$ cat src/rtl/fifo_byte_serializer.sv
`default_nettype none
// ============================================================================
// Module      : fifo_byte_serializer
// Description : Pops 32-bit words from a FIFO read port and streams them out
//               as OUT_W-bit chunks, MSB chunk first, over valid/ready.
// Revision    : 1.0 - initial release
// ============================================================================
module fifo_byte_serializer #(
  parameter int WORD_W = 32,
  parameter int OUT_W  = 8,
  parameter int CNT_W  = 16
) (
  input  logic              clk,
  input  logic              reset,
  input  logic              fifo_empty,
  input  logic [WORD_W-1:0] fifo_data,
  output logic              fifo_rd,
  output logic [OUT_W-1:0]  out_data,
  output logic              out_valid,
  input  logic              out_ready,
  output logic              busy,
  output logic [CNT_W-1:0]  words_sent
);

  localparam int NCHUNK = WORD_W / OUT_W;
  localparam int IDX_W  = (NCHUNK > 1) ? $clog2(NCHUNK) : 1;
  localparam logic [IDX_W-1:0] LAST_IDX = IDX_W'(NCHUNK - 1);

  typedef enum logic [1:0] {
    S_IDLE = 2'd0,
    S_RD   = 2'd1,
    S_LOAD = 2'd2,
    S_SEND = 2'd3
  } state_t;

  state_t            state;
  logic [WORD_W-1:0] shreg;
  logic [IDX_W-1:0]  idx;

  // The visible chunk is always the top slice of the shift register, so the
  // output stays stable for as long as the register is not shifted.
  assign out_data = shreg[WORD_W-1 -: OUT_W];

  always_ff @(posedge clk) begin
    if (!reset) begin
      state      <= S_IDLE;
      fifo_rd    <= 1'b0;
      out_valid  <= 1'b0;
      busy       <= 1'b0;
      words_sent <= '0;
      shreg      <= '0;
      idx        <= '0;
    end else begin
      case (state)
        S_IDLE: begin
          if (!fifo_empty) begin
            fifo_rd <= 1'b1;
            busy    <= 1'b1;
            state   <= S_RD;
          end
        end
        S_RD: begin
          fifo_rd <= 1'b0;
          state   <= S_LOAD;
        end
        // FIFO data_out was refreshed at the RD edge, so it is valid here.
        S_LOAD: begin
          shreg     <= fifo_data;
          out_valid <= 1'b1;
          idx       <= '0;
          state     <= S_SEND;
        end
        S_SEND: begin
          if (out_valid && out_ready) begin
            if (idx == LAST_IDX) begin
              out_valid  <= 1'b0;
              words_sent <= words_sent + CNT_W'(1);
              busy       <= 1'b0;
              state      <= S_IDLE;
            end else begin
              idx   <= idx + IDX_W'(1);
              shreg <= shreg << OUT_W;
            end
          end
        end
        default: begin
          fifo_rd   <= 1'b0;
          out_valid <= 1'b0;
          busy      <= 1'b0;
          state     <= S_IDLE;
        end
      endcase
    end
  end

endmodule
`default_nettype wire

$ cat config.mk
export PLATFORM = sky130hd
export DESIGN_NAME = fifo_byte_serializer
export DESIGN_NICKNAME = d
export VERILOG_FILES = /design/src/rtl/fifo_byte_serializer.sv
export SDC_FILE = /design/constraint.sdc
export NUM_CORES = 1
export LEC_CHECK = 0
export ABC_AREA = 1
export CAP_MARGIN = 20
export CELL_PAD_IN_SITES_DETAIL_PLACEMENT = 0
export CELL_PAD_IN_SITES_GLOBAL_PLACEMENT = 2
export CORE_ASPECT_RATIO = 1.1
export CORE_MARGIN = 4
export CORE_UTILIZATION = 33
export CTS_CLUSTER_DIAMETER = 40
export DETAILED_ROUTE_END_ITERATION = 8
export DONT_BUFFER_PORTS = 1
export PLACE_DENSITY = 0.79
export SYNTH_ARGS = -nofsm -noshare
export SYNTH_HDL_FRONTEND = slang
export SYNTH_SLANG_ARGS = --single-unit
$ cat constraint.sdc
create_clock -name clk -period 1.6 [get_ports clk]
set_input_delay 0.32 -clock clk [delete_from_list [all_inputs] [get_ports clk]]
set_output_delay 0.32 -clock clk [all_outputs]
set_load 0.005 [all_outputs]
Yosys cells after proc, flatten, opt, wreduce, memory -nomap -nowiden:

Index checks and enable logic that the tools add are counted.

* bits in registers: 55
* bits of input ports: 36
* output and inout bits: 27
* word-level logic and storage cells: 44

* $add $sub $neg: 2
* equality and inequality tests: 8
* mux-type cells: 16
* reductions and logical operators: 11

Operators by type and width (number)
* 32-bit 2-to-1 mux: 2
* 32-bit case mux with 2 select lines: 1
* 16-bit by 1-bit adder with 16-bit output, second input constant: 1
* 3-bit AND reduction: 4
* 2-bit 2-to-1 mux: 5
* 2-bit inequality test, second input constant: 4
* 2-bit case mux with 4 select lines: 1
* 2-bit equality test, second input constant: 3
* 1-bit case mux with 2 select lines: 3
* 2-bit nonzero test: 3
* 2-bit case mux with 2 select lines: 1
* 4-bit AND reduction: 1
* 1-bit 2-to-1 mux: 3
* 2-bit by 1-bit adder with 2-bit output, second input constant: 1
* 2-bit by 1-bit equality test with 1-bit output, second input constant: 1
* 2-bit zero test: 1
* 2-bit AND reduction: 1
* 1-bit logical AND: 1

Logic depth before layout (Yosys ltp):

Gate-level depths: netlist (run 1).

* depth after elaboration: 4
* mapped depth: 8

Worst setup path after synthesis (run 1):

OpenSTA, ideal clock, no wires.

* kind: register to register
* start point: reg idx[0]
* end point: reg shreg[13]
* setup time: 116 ps
* data arrival time: 1273 ps
* required time: 1484 ps
* slack: 211 ps
* cell stages (with the launch flop): 9
* path buffers: 1
* period minus slack after synthesis: 1389 ps
* path through: dfxtp_1 ha_1 inv_1 nand2_1 o21ai_4 inv_2 buf_2 nor2_1 nor2_1

* longest elaborated chain between the ends: 3

RTL lines
* start: declaration: line 38 `logic [IDX_W-1:0] idx;`
* start signal: assignment: line 81 `idx <= idx + IDX_W'(1);`
* 2-bit equality test: line 75 `if (idx == LAST_IDX) begin`
* 2-bit inequality test (no line)
* 3-bit AND reduction (no line)
* end signal: assignment: line 68 `shreg <= fifo_data;`
* end signal: assignment: line 82 `shreg <= shreg << OUT_W;`
* end: declaration: line 37 `logic [WORD_W-1:0] shreg;`

Every way passes these cells.
A chain may end at the register's enable or synchronous reset.

Worst setup path after layout (run 1):

* start point: reg state[1]
* end point: reg shreg[20]

* longest elaborated chain between the ends: 3
* elaborated cells on any way between the ends: 7
* classes of those cells: 4 x eq/ne; 1 x mux; 2 x reduce/logical

RTL lines
* start: declaration: line 36 `state_t state;`
* start signal: assignment: line 46 `state <= S_IDLE;`
* start signal: assignment: line 59 `state <= S_RD;`
* start signal: assignment: line 64 `state <= S_LOAD;`
* 2-bit equality test: line 54 `case (state)`
* 2-bit inequality test (no line) or 2-bit nonzero test (tied branches)
* 3-bit AND reduction (no line)

Parallel ways exist; a longest one is shown, timed or not.

==> results.yml, run 1 <==
route:
  drc_errors: 0
  drt_wl_total_mm: 6.77
  viasPerCell: 4.68
  drt_iter0_drc: 82
  wl_per_cell_um: 13.2
  firstDrtPassIters: 4
  drtAntennaViolNets: 0
  via_count: 2394
cells_and_area:
  design_area_mm2: 0.00290
  final_util_pct: 36.5
  fillCellCount: 905
  area_growth_pct: 6.77
  final_common_cell: "nand2_1"
  final_cell_mix: "nand2_1, nor2_1, dfxtp_1"
  n_antenna_cell: 0
  fin_nets: 447
  final_cells: 511
  drive_above_1_share_pct: 7.44
clocking:
  cts_hold_buf: 0
  clkSlewWorstSetupHoldPaths_ns: 0.10
  cts_buffer_depth: 2
  cts_sinks: 55
  clkLatencyLatePin_ns: 0.30
  cts_made_buffers: 5
  tritoncts: "done"
  h-tree-depth: 2
  clock-root-buffer: "clkbuf_8"
logic_synthesis:
  synth_top_area_share_pct: 40.5
  syn-instance-count: 413
  yosys_warnings: 0
  synth-xor-area-share_pct: 0
  synth_top_family_by_area: "simple AND/OR/NAND/NOR gates"
  ys_types: 24
  synth_seq_cells: 55
  synth_nets: 457
  synthTopCellsByArea: "dfxtp_1, nand2_1, nor2_1"
  synth_compound_area_share_pct: 11.9
  syn_area_per_cell_um2: 6.58
  yosys.area_share.simple_pct: 36.2
  muxShareOfSynthArea_pct: 0
  yosysSeqAreaShare_pct: 40.5
  netlist_area_mm2: 0.00272
  yosysTopAreaCell: "dfxtp_1"
  synthAdderAreaFrac_pct: 3.68
timing:
  drv_slew: 0
  hold_viol: 0
  max_slew_margin_pct: 79.9
  clock_skew_ns: 0.00379
  fin_ws_ns: 0.140
  fin_crit_sh_pct: 91.2
  finalSetupViolCount: 0
  finalSetupTns_ns: 0
  max_freq_mhz: 685
  holdWs_ns: 0.125
  fin_crit_ns: 1.46
  worstMarginPinSlew_ns: 0.300
die:
  std_cell_rows: 34
  initial_core_util_pct: 34.2
  pin_count: 63
  die_w_um: 94.5
  core_mm2: 0.00796
  die_area_mm2: 0.00975
  die_y_um: 103
setup_path:
  endpoint_kind: "flip-flop"
  crit_family: "flip-flops"
  path_class: "reg2reg"
  critPathMaxFanout: 34
  crit_chain: "ha_2, nand2_2, o21ai_4, inv_2, buf_12, nor2_1, nor2_1"
  cp_slowest_stage_delay_ns: 0.40
  cp_common_cell: "nor2_1"
  cp_data_required_time_ns: 1.80
  cp_slowest_cell: "dfxtp_1"
  cp.arrival_ns: 1.66
  start_kind: "flip-flop"
  path_buf_inv: 2
run_status:
  status: "completed"
global_routing:
  grt_use_total_pct: 14.4
  grt_max_degree: 52
  antenna_found_initial: 0
  grt_overflow: 0
  first_global_vias: 2358
  grt_pass1_wl_mm: 11.2
place:
  dp_hpwl_mm: 4.68
  portBuffers: 0
  post-place-cells: 504
  gp_congestion: 0.795
  placed_cell_area_mm2: 0.00281
  dpl_worst_slack_ns: 0.107
worst_hold_path:
  min_path_type: "in2reg"
pwr:
  vdd_drop_max_uv: 482
  p_leak_nw: 1.28
  power.density_mw_per_mm2: 1390
  power_mw: 4.02
job:
  maxCapViolCount: 0
-- metal layers --
metal,global-route usage [%],vias to the layer above,routed length (um)
li1,-,1268,-
met1,17.5,1073,3060
met2,25.4,47,3220
met3,3.84,6,418
met4,3.33,0,65
met5,0,-,0
-- final cells by class --
type	instances	area, um2	share of cell area, %
multi-input cells	316	1420	48.8
flip-flops and latches	55	1100	38.0
well taps	108	135	4.66
repair buffers	8	97.6	3.36
clock buffers	6	82.6	2.85
inverters	17	63.8	2.20
clock inverters	1	5.00	0.172
-- worst paths after layout --
| check | startpoint | to | slack, ns | depth (start not counted) |
|---|---|---|---|---|
| worst max register to register | state[1] | shreg[20] | 0.14 | 7 |
| worst max-delay path | state[1] | shreg[20] | 0.14 | 7 |
| worst min register to register | shreg[14] | shreg[14] | 0.52 | 2 |
| worst min-delay path | reset | words_sent[6] | 0.12 | 2 |
-- what timing repair did --
item / 4_1_cts / 5_1_grt
gates resized for setup: 0 / 7
endpoints found under the setup margin: 0 / 17
setup buffers: 0 / 0
endpoints found under the hold margin: 0 / 0
-- flip-flops by register name, summed over array words and instances, names as in the netlist --
signal	count
busy	1
fifo_rd	1
idx	2
out_valid	1
shreg	32
state	2
words_sent	16
-- worst reg2reg max path, stage by stage (launching register included) --
cell     delay (ns)
dfxtp_1        0.40
ha_2           0.25
nand2_2        0.09
o21ai_4        0.19
inv_2          0.07
buf_12         0.17
nor2_1         0.14
nor2_1         0.06
-- cells by family after synthesis --
logic type	count (synthesis)
buffers and inverters	42
adders and majority gates	8
AOI/OAI and AO/OA	62
DFF	55
and+or+nand+nor	246
-- synthesized netlist by cell type --
cell type / count
buf_6: 1
buf_2: 8
or2_2: 1
clkbuf_1: 6
nor2_2: 2
nor2_4: 2
ha_1: 8
and2_1: 2
nor2_1: 101
inv_1: 15
o21ai_4: 1
nand2_2: 1
a21oi_1: 20
buf_1: 1
inv_2: 2
nand3_1: 13
a211oi_1: 1
dfxtp_1: 55
nand2_1: 119
nor3_1: 3
nand2_4: 1
o21ai_0: 40
nand4_1: 1
buf_4: 9
-- power by group --
part,switching [mW],leakage [nW],internal (mW)
Clock,0.443,0.0470,0.341
Combinational,0.810,0.785,0.476
Sequential,0.216,0.449,1.73
Total,1.47,1.28,2.55
(Power assumes the default switching activity.)
==> run 2, diff against run 1 <==
- CORE_UTILIZATION: 33 -> 30
- PLACE_DENSITY: 0.79 -> 0.76
- SETUP_SLACK_MARGIN: unset -> 0.2
- clock period: 1.6 -> 1.27 ns (I/O delays scaled with it)
==> results.yml, run 2 (synthesized netlist as in run 1, its figures left out) <==
die:
  core_mm2: 0.00883
  std_cell_rows: 36
  die_area_mm2: 0.0106
  die_w_um: 98.7
  initial_core_util_pct: 30.8
  die_y_um: 108
  pin_count: 63
route:
  drc_errors: 0
  drt_wl_total_mm: 7.28
  via_count: 2607
  viasPerCell: 4.69
  wl_per_cell_um: 13.1
  drtAntennaViolNets: 0
  firstDrtPassIters: 4
  drt_iter0_drc: 49
clocking:
  clkLatencyLatePin_ns: 0.31
  cts_made_buffers: 5
  cts_hold_buf: 0
  clock-root-buffer: "clkbuf_8"
  cts_buffer_depth: 2
  tritoncts: "done"
  clkSlewWorstSetupHoldPaths_ns: 0.10
  h-tree-depth: 2
  cts_sinks: 55
timing:
  clock_skew_ns: 0.00736
  finalSetupViolCount: 49
  drv_slew: 0
  holdWs_ns: 0.0287
  fin_crit_ns: 1.37
  worstMarginPinSlew_ns: 0.245
  max_slew_margin_pct: 83.6
  fin_ws_ns: -0.102
  hold_viol: 0
  fin_crit_sh_pct: 108
  rsz0062_at_grt: "yes"
  max_freq_mhz: 729
global_routing:
  grt_max_degree: 52
  first_global_vias: 2635
  antenna_found_initial: 0
  grt_pass1_wl_mm: 12.1
  grt_use_total_pct: 14.1
  grt_overflow: 0
pwr:
  pwr-share-comb_pct: 41.0
  power.density_mw_per_mm2: 1630
  p_sw_share_pct: 37.4
  power.internal_mw: 3.69
  p_leak_nw: 1.49
  vdd_drop_max_uv: 693
  netSwitchingPower_mw: 2.20
  seq_power_share_pct: 42.3
  clockPowerShare_pct: 16.7
cells_and_area:
  fillCellCount: 957
  fin_nets: 485
  final_cell_mix: "nand2_1, nor2_1, dfxtp_1"
  area_growth_pct: 32.8
  n_antenna_cell: 0
  largest_register: "shreg"
  design_area_mm2: 0.00361
  multi_input_area_mm2: 0.00169
  final_common_cell: "nand2_1"
  regArea_mm2: 0.00114
  top_regs: "shreg: 32 flops, words_sent: 16 flops"
  largest_reg_flops: 32
  final_cells: 556
  drive_above_1_share_pct: 30.3
place:
  placed_cell_area_mm2: 0.00321
  portBuffers: 0
  gp_congestion: 0.792
  dp_hpwl_mm: 5.13
  post-place-cells: 539
run_status:
  status: "finished, violations left"
  violations: "negative setup slack"
job:
  maxCapViolCount: 0
setup_path:
  path_class: "reg2reg"
  endpoint_kind: "flip-flop"
  cp_data_required_time_ns: 1.49
  critPathMaxFanout: 8
  cp.arrival_ns: 1.59
  start_kind: "flip-flop"
worst_hold_path:
  min_path_type: "in2reg"
-- run 2: metal layers --
metal | routed length [um] | part of all wire, % | up-vias | GRT usage, %
li1 | - | - | 1346 | -
met1 | 3030 | 42 | 1208 | 15.0
met2 | 3810 | 52 | 43 | 26.5
met3 | 304 | 4.2 | 10 | 3.76
met4 | 125 | 1.7 | 0 | 4.78
met5 | 0 | 0 | - | 0
-- run 2: final cells by class --
type / count / area share, %
Timing Repair Buffer: 45 / 13.2
Inverter: 17 / 2.12
Sequential cell: 55 / 31.5
Clock inverter: 2 / 0.312
Multi-Input combinational cell: 316 / 46.7
Tap cell: 114 / 3.95
Timing Repair inverter: 1 / 0.173
Clock buffer: 6 / 2.01
-- run 2: stage by stage --
| step | setup TNS (ns) | worst slack, ns | utilization, % | power (mW) |
|---|---|---|---|---|
| global placement | -2.09 | -0.114 | 36.3 | 4.62 |
| floorplan | 0 | 0.00275 | - | 4.06 |
| CTS | -3.09 | -0.0937 | 39.1 | 5.86 |
| finish | -3.19 | -0.102 | 40.9 | 5.89 |
| global route | -7.68 | -0.196 | 40.9 | 6.39 |
| detailed placement | -3.39 | -0.144 | 36.3 | 4.65 |
-- run 2: repair_timing --
| item | CTS | global route |
|---|---|---|
| endpoints found under the setup margin | 66 | 67 |
| gates resized for setup | 53 | 33 |
| setup buffers | 3 | 5 |
| pin swaps | 7 | 13 |
| gates cloned | 1 | 0 |
-- run 2: final timing paths --
check / slack, ns / from / depth (start not counted) / end
min reg2reg: 0.51 / shreg[19] / 2 / shreg[19]
max reg2reg: -0.10 / state[0] / 8 / shreg[8]
max: -0.10 / state[0] / 8 / shreg[8]
min: 0.03 / reset / 2 / words_sent[0]
-- run 2: power groups by stage --
| stage | Clock [mW] | Combinational (mW) | Sequential, mW |
|---|---|---|---|
| 4_1_cts | 1.06 | 2.30 | 2.50 |
| 3_3_place_gp | 0 | 2.09 | 2.53 |
| 6_report | 0.987 | 2.41 | 2.49 |
| 5_1_grt | 1.12 | 2.72 | 2.55 |
| 2_1_floorplan | 0 | 1.60 | 2.46 |
| 3_5_place_dp | 0 | 2.11 | 2.54 |
-- run 2: worst max-delay path: stages (launching register included) --
cell and delay, ns:
dfxtp_4 0.39, inv_2 0.09, ha_2 0.20, nand2_2 0.08, o21ai_4 0.11, inv_4 0.09
buf_8 0.16, nor2_4 0.11, nor2_1 0.05
==> run 3, diff against run 2 <==
- CORE_ASPECT_RATIO: 1.1 -> unset
- CTS_BUF_LIST: unset -> sky130_fd_sc_hd__clkbuf_4 sky130_fd_sc_hd__clkbuf_8
- CTS_CLUSTER_SIZE: unset -> 25
==> results.yml, run 3 (synthesized netlist as in run 1, its figures left out) <==
timing:
  fin_crit_sh_pct: 109
  fin_crit_ns: 1.38
  drv_slew: 0
  hold_viol: 0
  max_freq_mhz: 723
  fin_ws_ns: -0.113
  finalSetupViolCount: 52
  max_slew_margin_pct: 83.1
  rsz0062_at_grt: "yes"
  clock_skew_ns: 0.00754
  worstMarginPinSlew_ns: 0.253
setup_path:
  rr_endpoint: "shreg[0]"
  reg2reg_from: "idx[0]"
  endpoint_kind: "flip-flop"
  cp_data_required_time_ns: 1.48
  cp.arrival_ns: 1.60
  r2r_cells: 8
  critPathMaxFanout: 7
  start_kind: "flip-flop"
  reg2reg_slack_ns: -0.11
  path_class: "reg2reg"
global_routing:
  antenna_found_initial: 0
  first_global_vias: 2683
  grt_use_total_pct: 15.0
  grt_pass1_wl_mm: 12.7
  grt_overflow: 0
  grt_max_degree: 52
cells_and_area:
  n_antenna_cell: 0
  final_cell_mix: "nand2_1, nor2_1, dfxtp_1"
  final_common_cell: "nand2_1"
  regArea_mm2: 0.00114
  design_area_mm2: 0.00365
  fin_nets: 494
  largest_reg_flops: 32
  multi_input_area_mm2: 0.00165
  fillCellCount: 933
  largest_register: "shreg"
  drive_above_1_share_pct: 29.3
  area_growth_pct: 34.3
  top_regs: "shreg: 32 flops, words_sent: 16 flops"
clocking:
  tritoncts: "done"
  clkSlewWorstSetupHoldPaths_ns: 0.10
  cts_buffer_depth: 2
  cts_sinks: 55
  cts_made_buffers: 5
  clkLatencyLatePin_ns: 0.31
  clock-root-buffer: "clkbuf_8"
  h-tree-depth: 2
worst_hold_path:
  hp-start: "reset"
  hold_path_end: "words_sent[6]"
  min_path_type: "in2reg"
  min_path_cells: 2
place:
  dp_hpwl_mm: 5.29
  dpl_worst_slack_ns: -0.122
  portBuffers: 0
  placed_cell_area_mm2: 0.00326
  gp_congestion: 0.758
route:
  drt_iter0_drc: 107
  drc_errors: 0
  drtAntennaViolNets: 0
  firstDrtPassIters: 4
  via_count: 2612
  wl_per_cell_um: 13.4
  viasPerCell: 4.68
  drt_wl_total_mm: 7.48
pwr:
  pwr-share-comb_pct: 39.9
  power.internal_mw: 3.94
  netSwitchingPower_mw: 2.21
  clockPowerShare_pct: 19.5
  power.density_mw_per_mm2: 1690
  vdd_drop_max_uv: 606
  seq_power_share_pct: 40.6
  p_sw_share_pct: 36.0
  p_leak_nw: 1.55
job:
  maxCapViolCount: 0
die:
  die_y_um: 103
  die_w_um: 103
  std_cell_rows: 34
  pin_count: 63
  initial_core_util_pct: 31.0
  core_mm2: 0.00876
  die_area_mm2: 0.0106
run_status:
  status: "finished, violations left"
  violations: "negative setup slack"
[run 3: final cells by class]
| class | instances | share of cell area (%) |
|---|---|---|
| clock buffer | 6 | 2.09 |
| clock inverter | 1 | 0.823 |
| inverter | 17 | 2.09 |
| multi-input combinational | 316 | 45.3 |
| sequential | 55 | 31.2 |
| tap | 108 | 3.70 |
| timing repair buffer | 54 | 14.4 |
| timing repair inverter | 1 | 0.446 |
[run 3: worst max path at each step]
stage	slack [ns]	from	end
after global placement	-0.11	state[0]	shreg[19]
after floorplan	0.003	idx[0]	shreg[1]
after detailed placement	-0.12	state[0]	shreg[5]
after global routing	-0.22	state[0]	shreg[0]
final	-0.11	idx[0]	shreg[0]
after CTS	-0.11	state[0]	shreg[18]
[run 3: stage by stage]
step / hold slack [ns] / std cells / setup TNS (ns) / power (mW) / util, %
after floorplan: 0.385 / 413 / 0 / 4.06 / -
after global placement: 0.381 / 541 / -2.87 / 4.70 / 37.2
after detailed placement: 0.382 / 541 / -3.82 / 4.72 / 37.2
after CTS: 0.0336 / 553 / -3.70 / 6.07 / 40.1
after global routing: 0.0272 / 558 / -8.53 / 6.66 / 41.6
final: 0.0429 / 558 / -3.98 / 6.15 / 41.6
[run 3: worst max-delay path, cell delays in order (launching register included)]
cell and delay [ns]:
dfxtp_2 0.35, ha_4 0.16, inv_4 0.07, nand2_4 0.05, o21ai_4 0.23, inv_4 0.10
buf_4 0.15, a21oi_1 0.12, nor2_1 0.05
[run 3: metal layers]
metal  part of all wire [%]  wire [um]  GRT usage (%)
met1                     45       3380           19.0
met2                     48       3600           25.7
met3                    5.5        414           3.49
met4                    1.1         82           3.88
met5                      0          0              0
[run 3: repair_timing]
| action | CTS | global route |
|---|---|---|
| setup endpoints to repair | 63 | 66 |
| cloned | 1 | 0 |
| resized for setup | 44 | 37 |
| setup buffers | 4 | 5 |
| pin swaps | 4 | 5 |
| hold buffers | 0 | 0 |
[run 3: power groups by stage]
stage,Combinational [mW],Clock (mW),Sequential [mW]
after floorplan,1.60,0,2.46
after global placement,2.17,0,2.53
after detailed placement,2.18,0,2.54
after CTS,2.32,1.24,2.51
after global routing,2.79,1.30,2.57
final,2.45,1.20,2.50
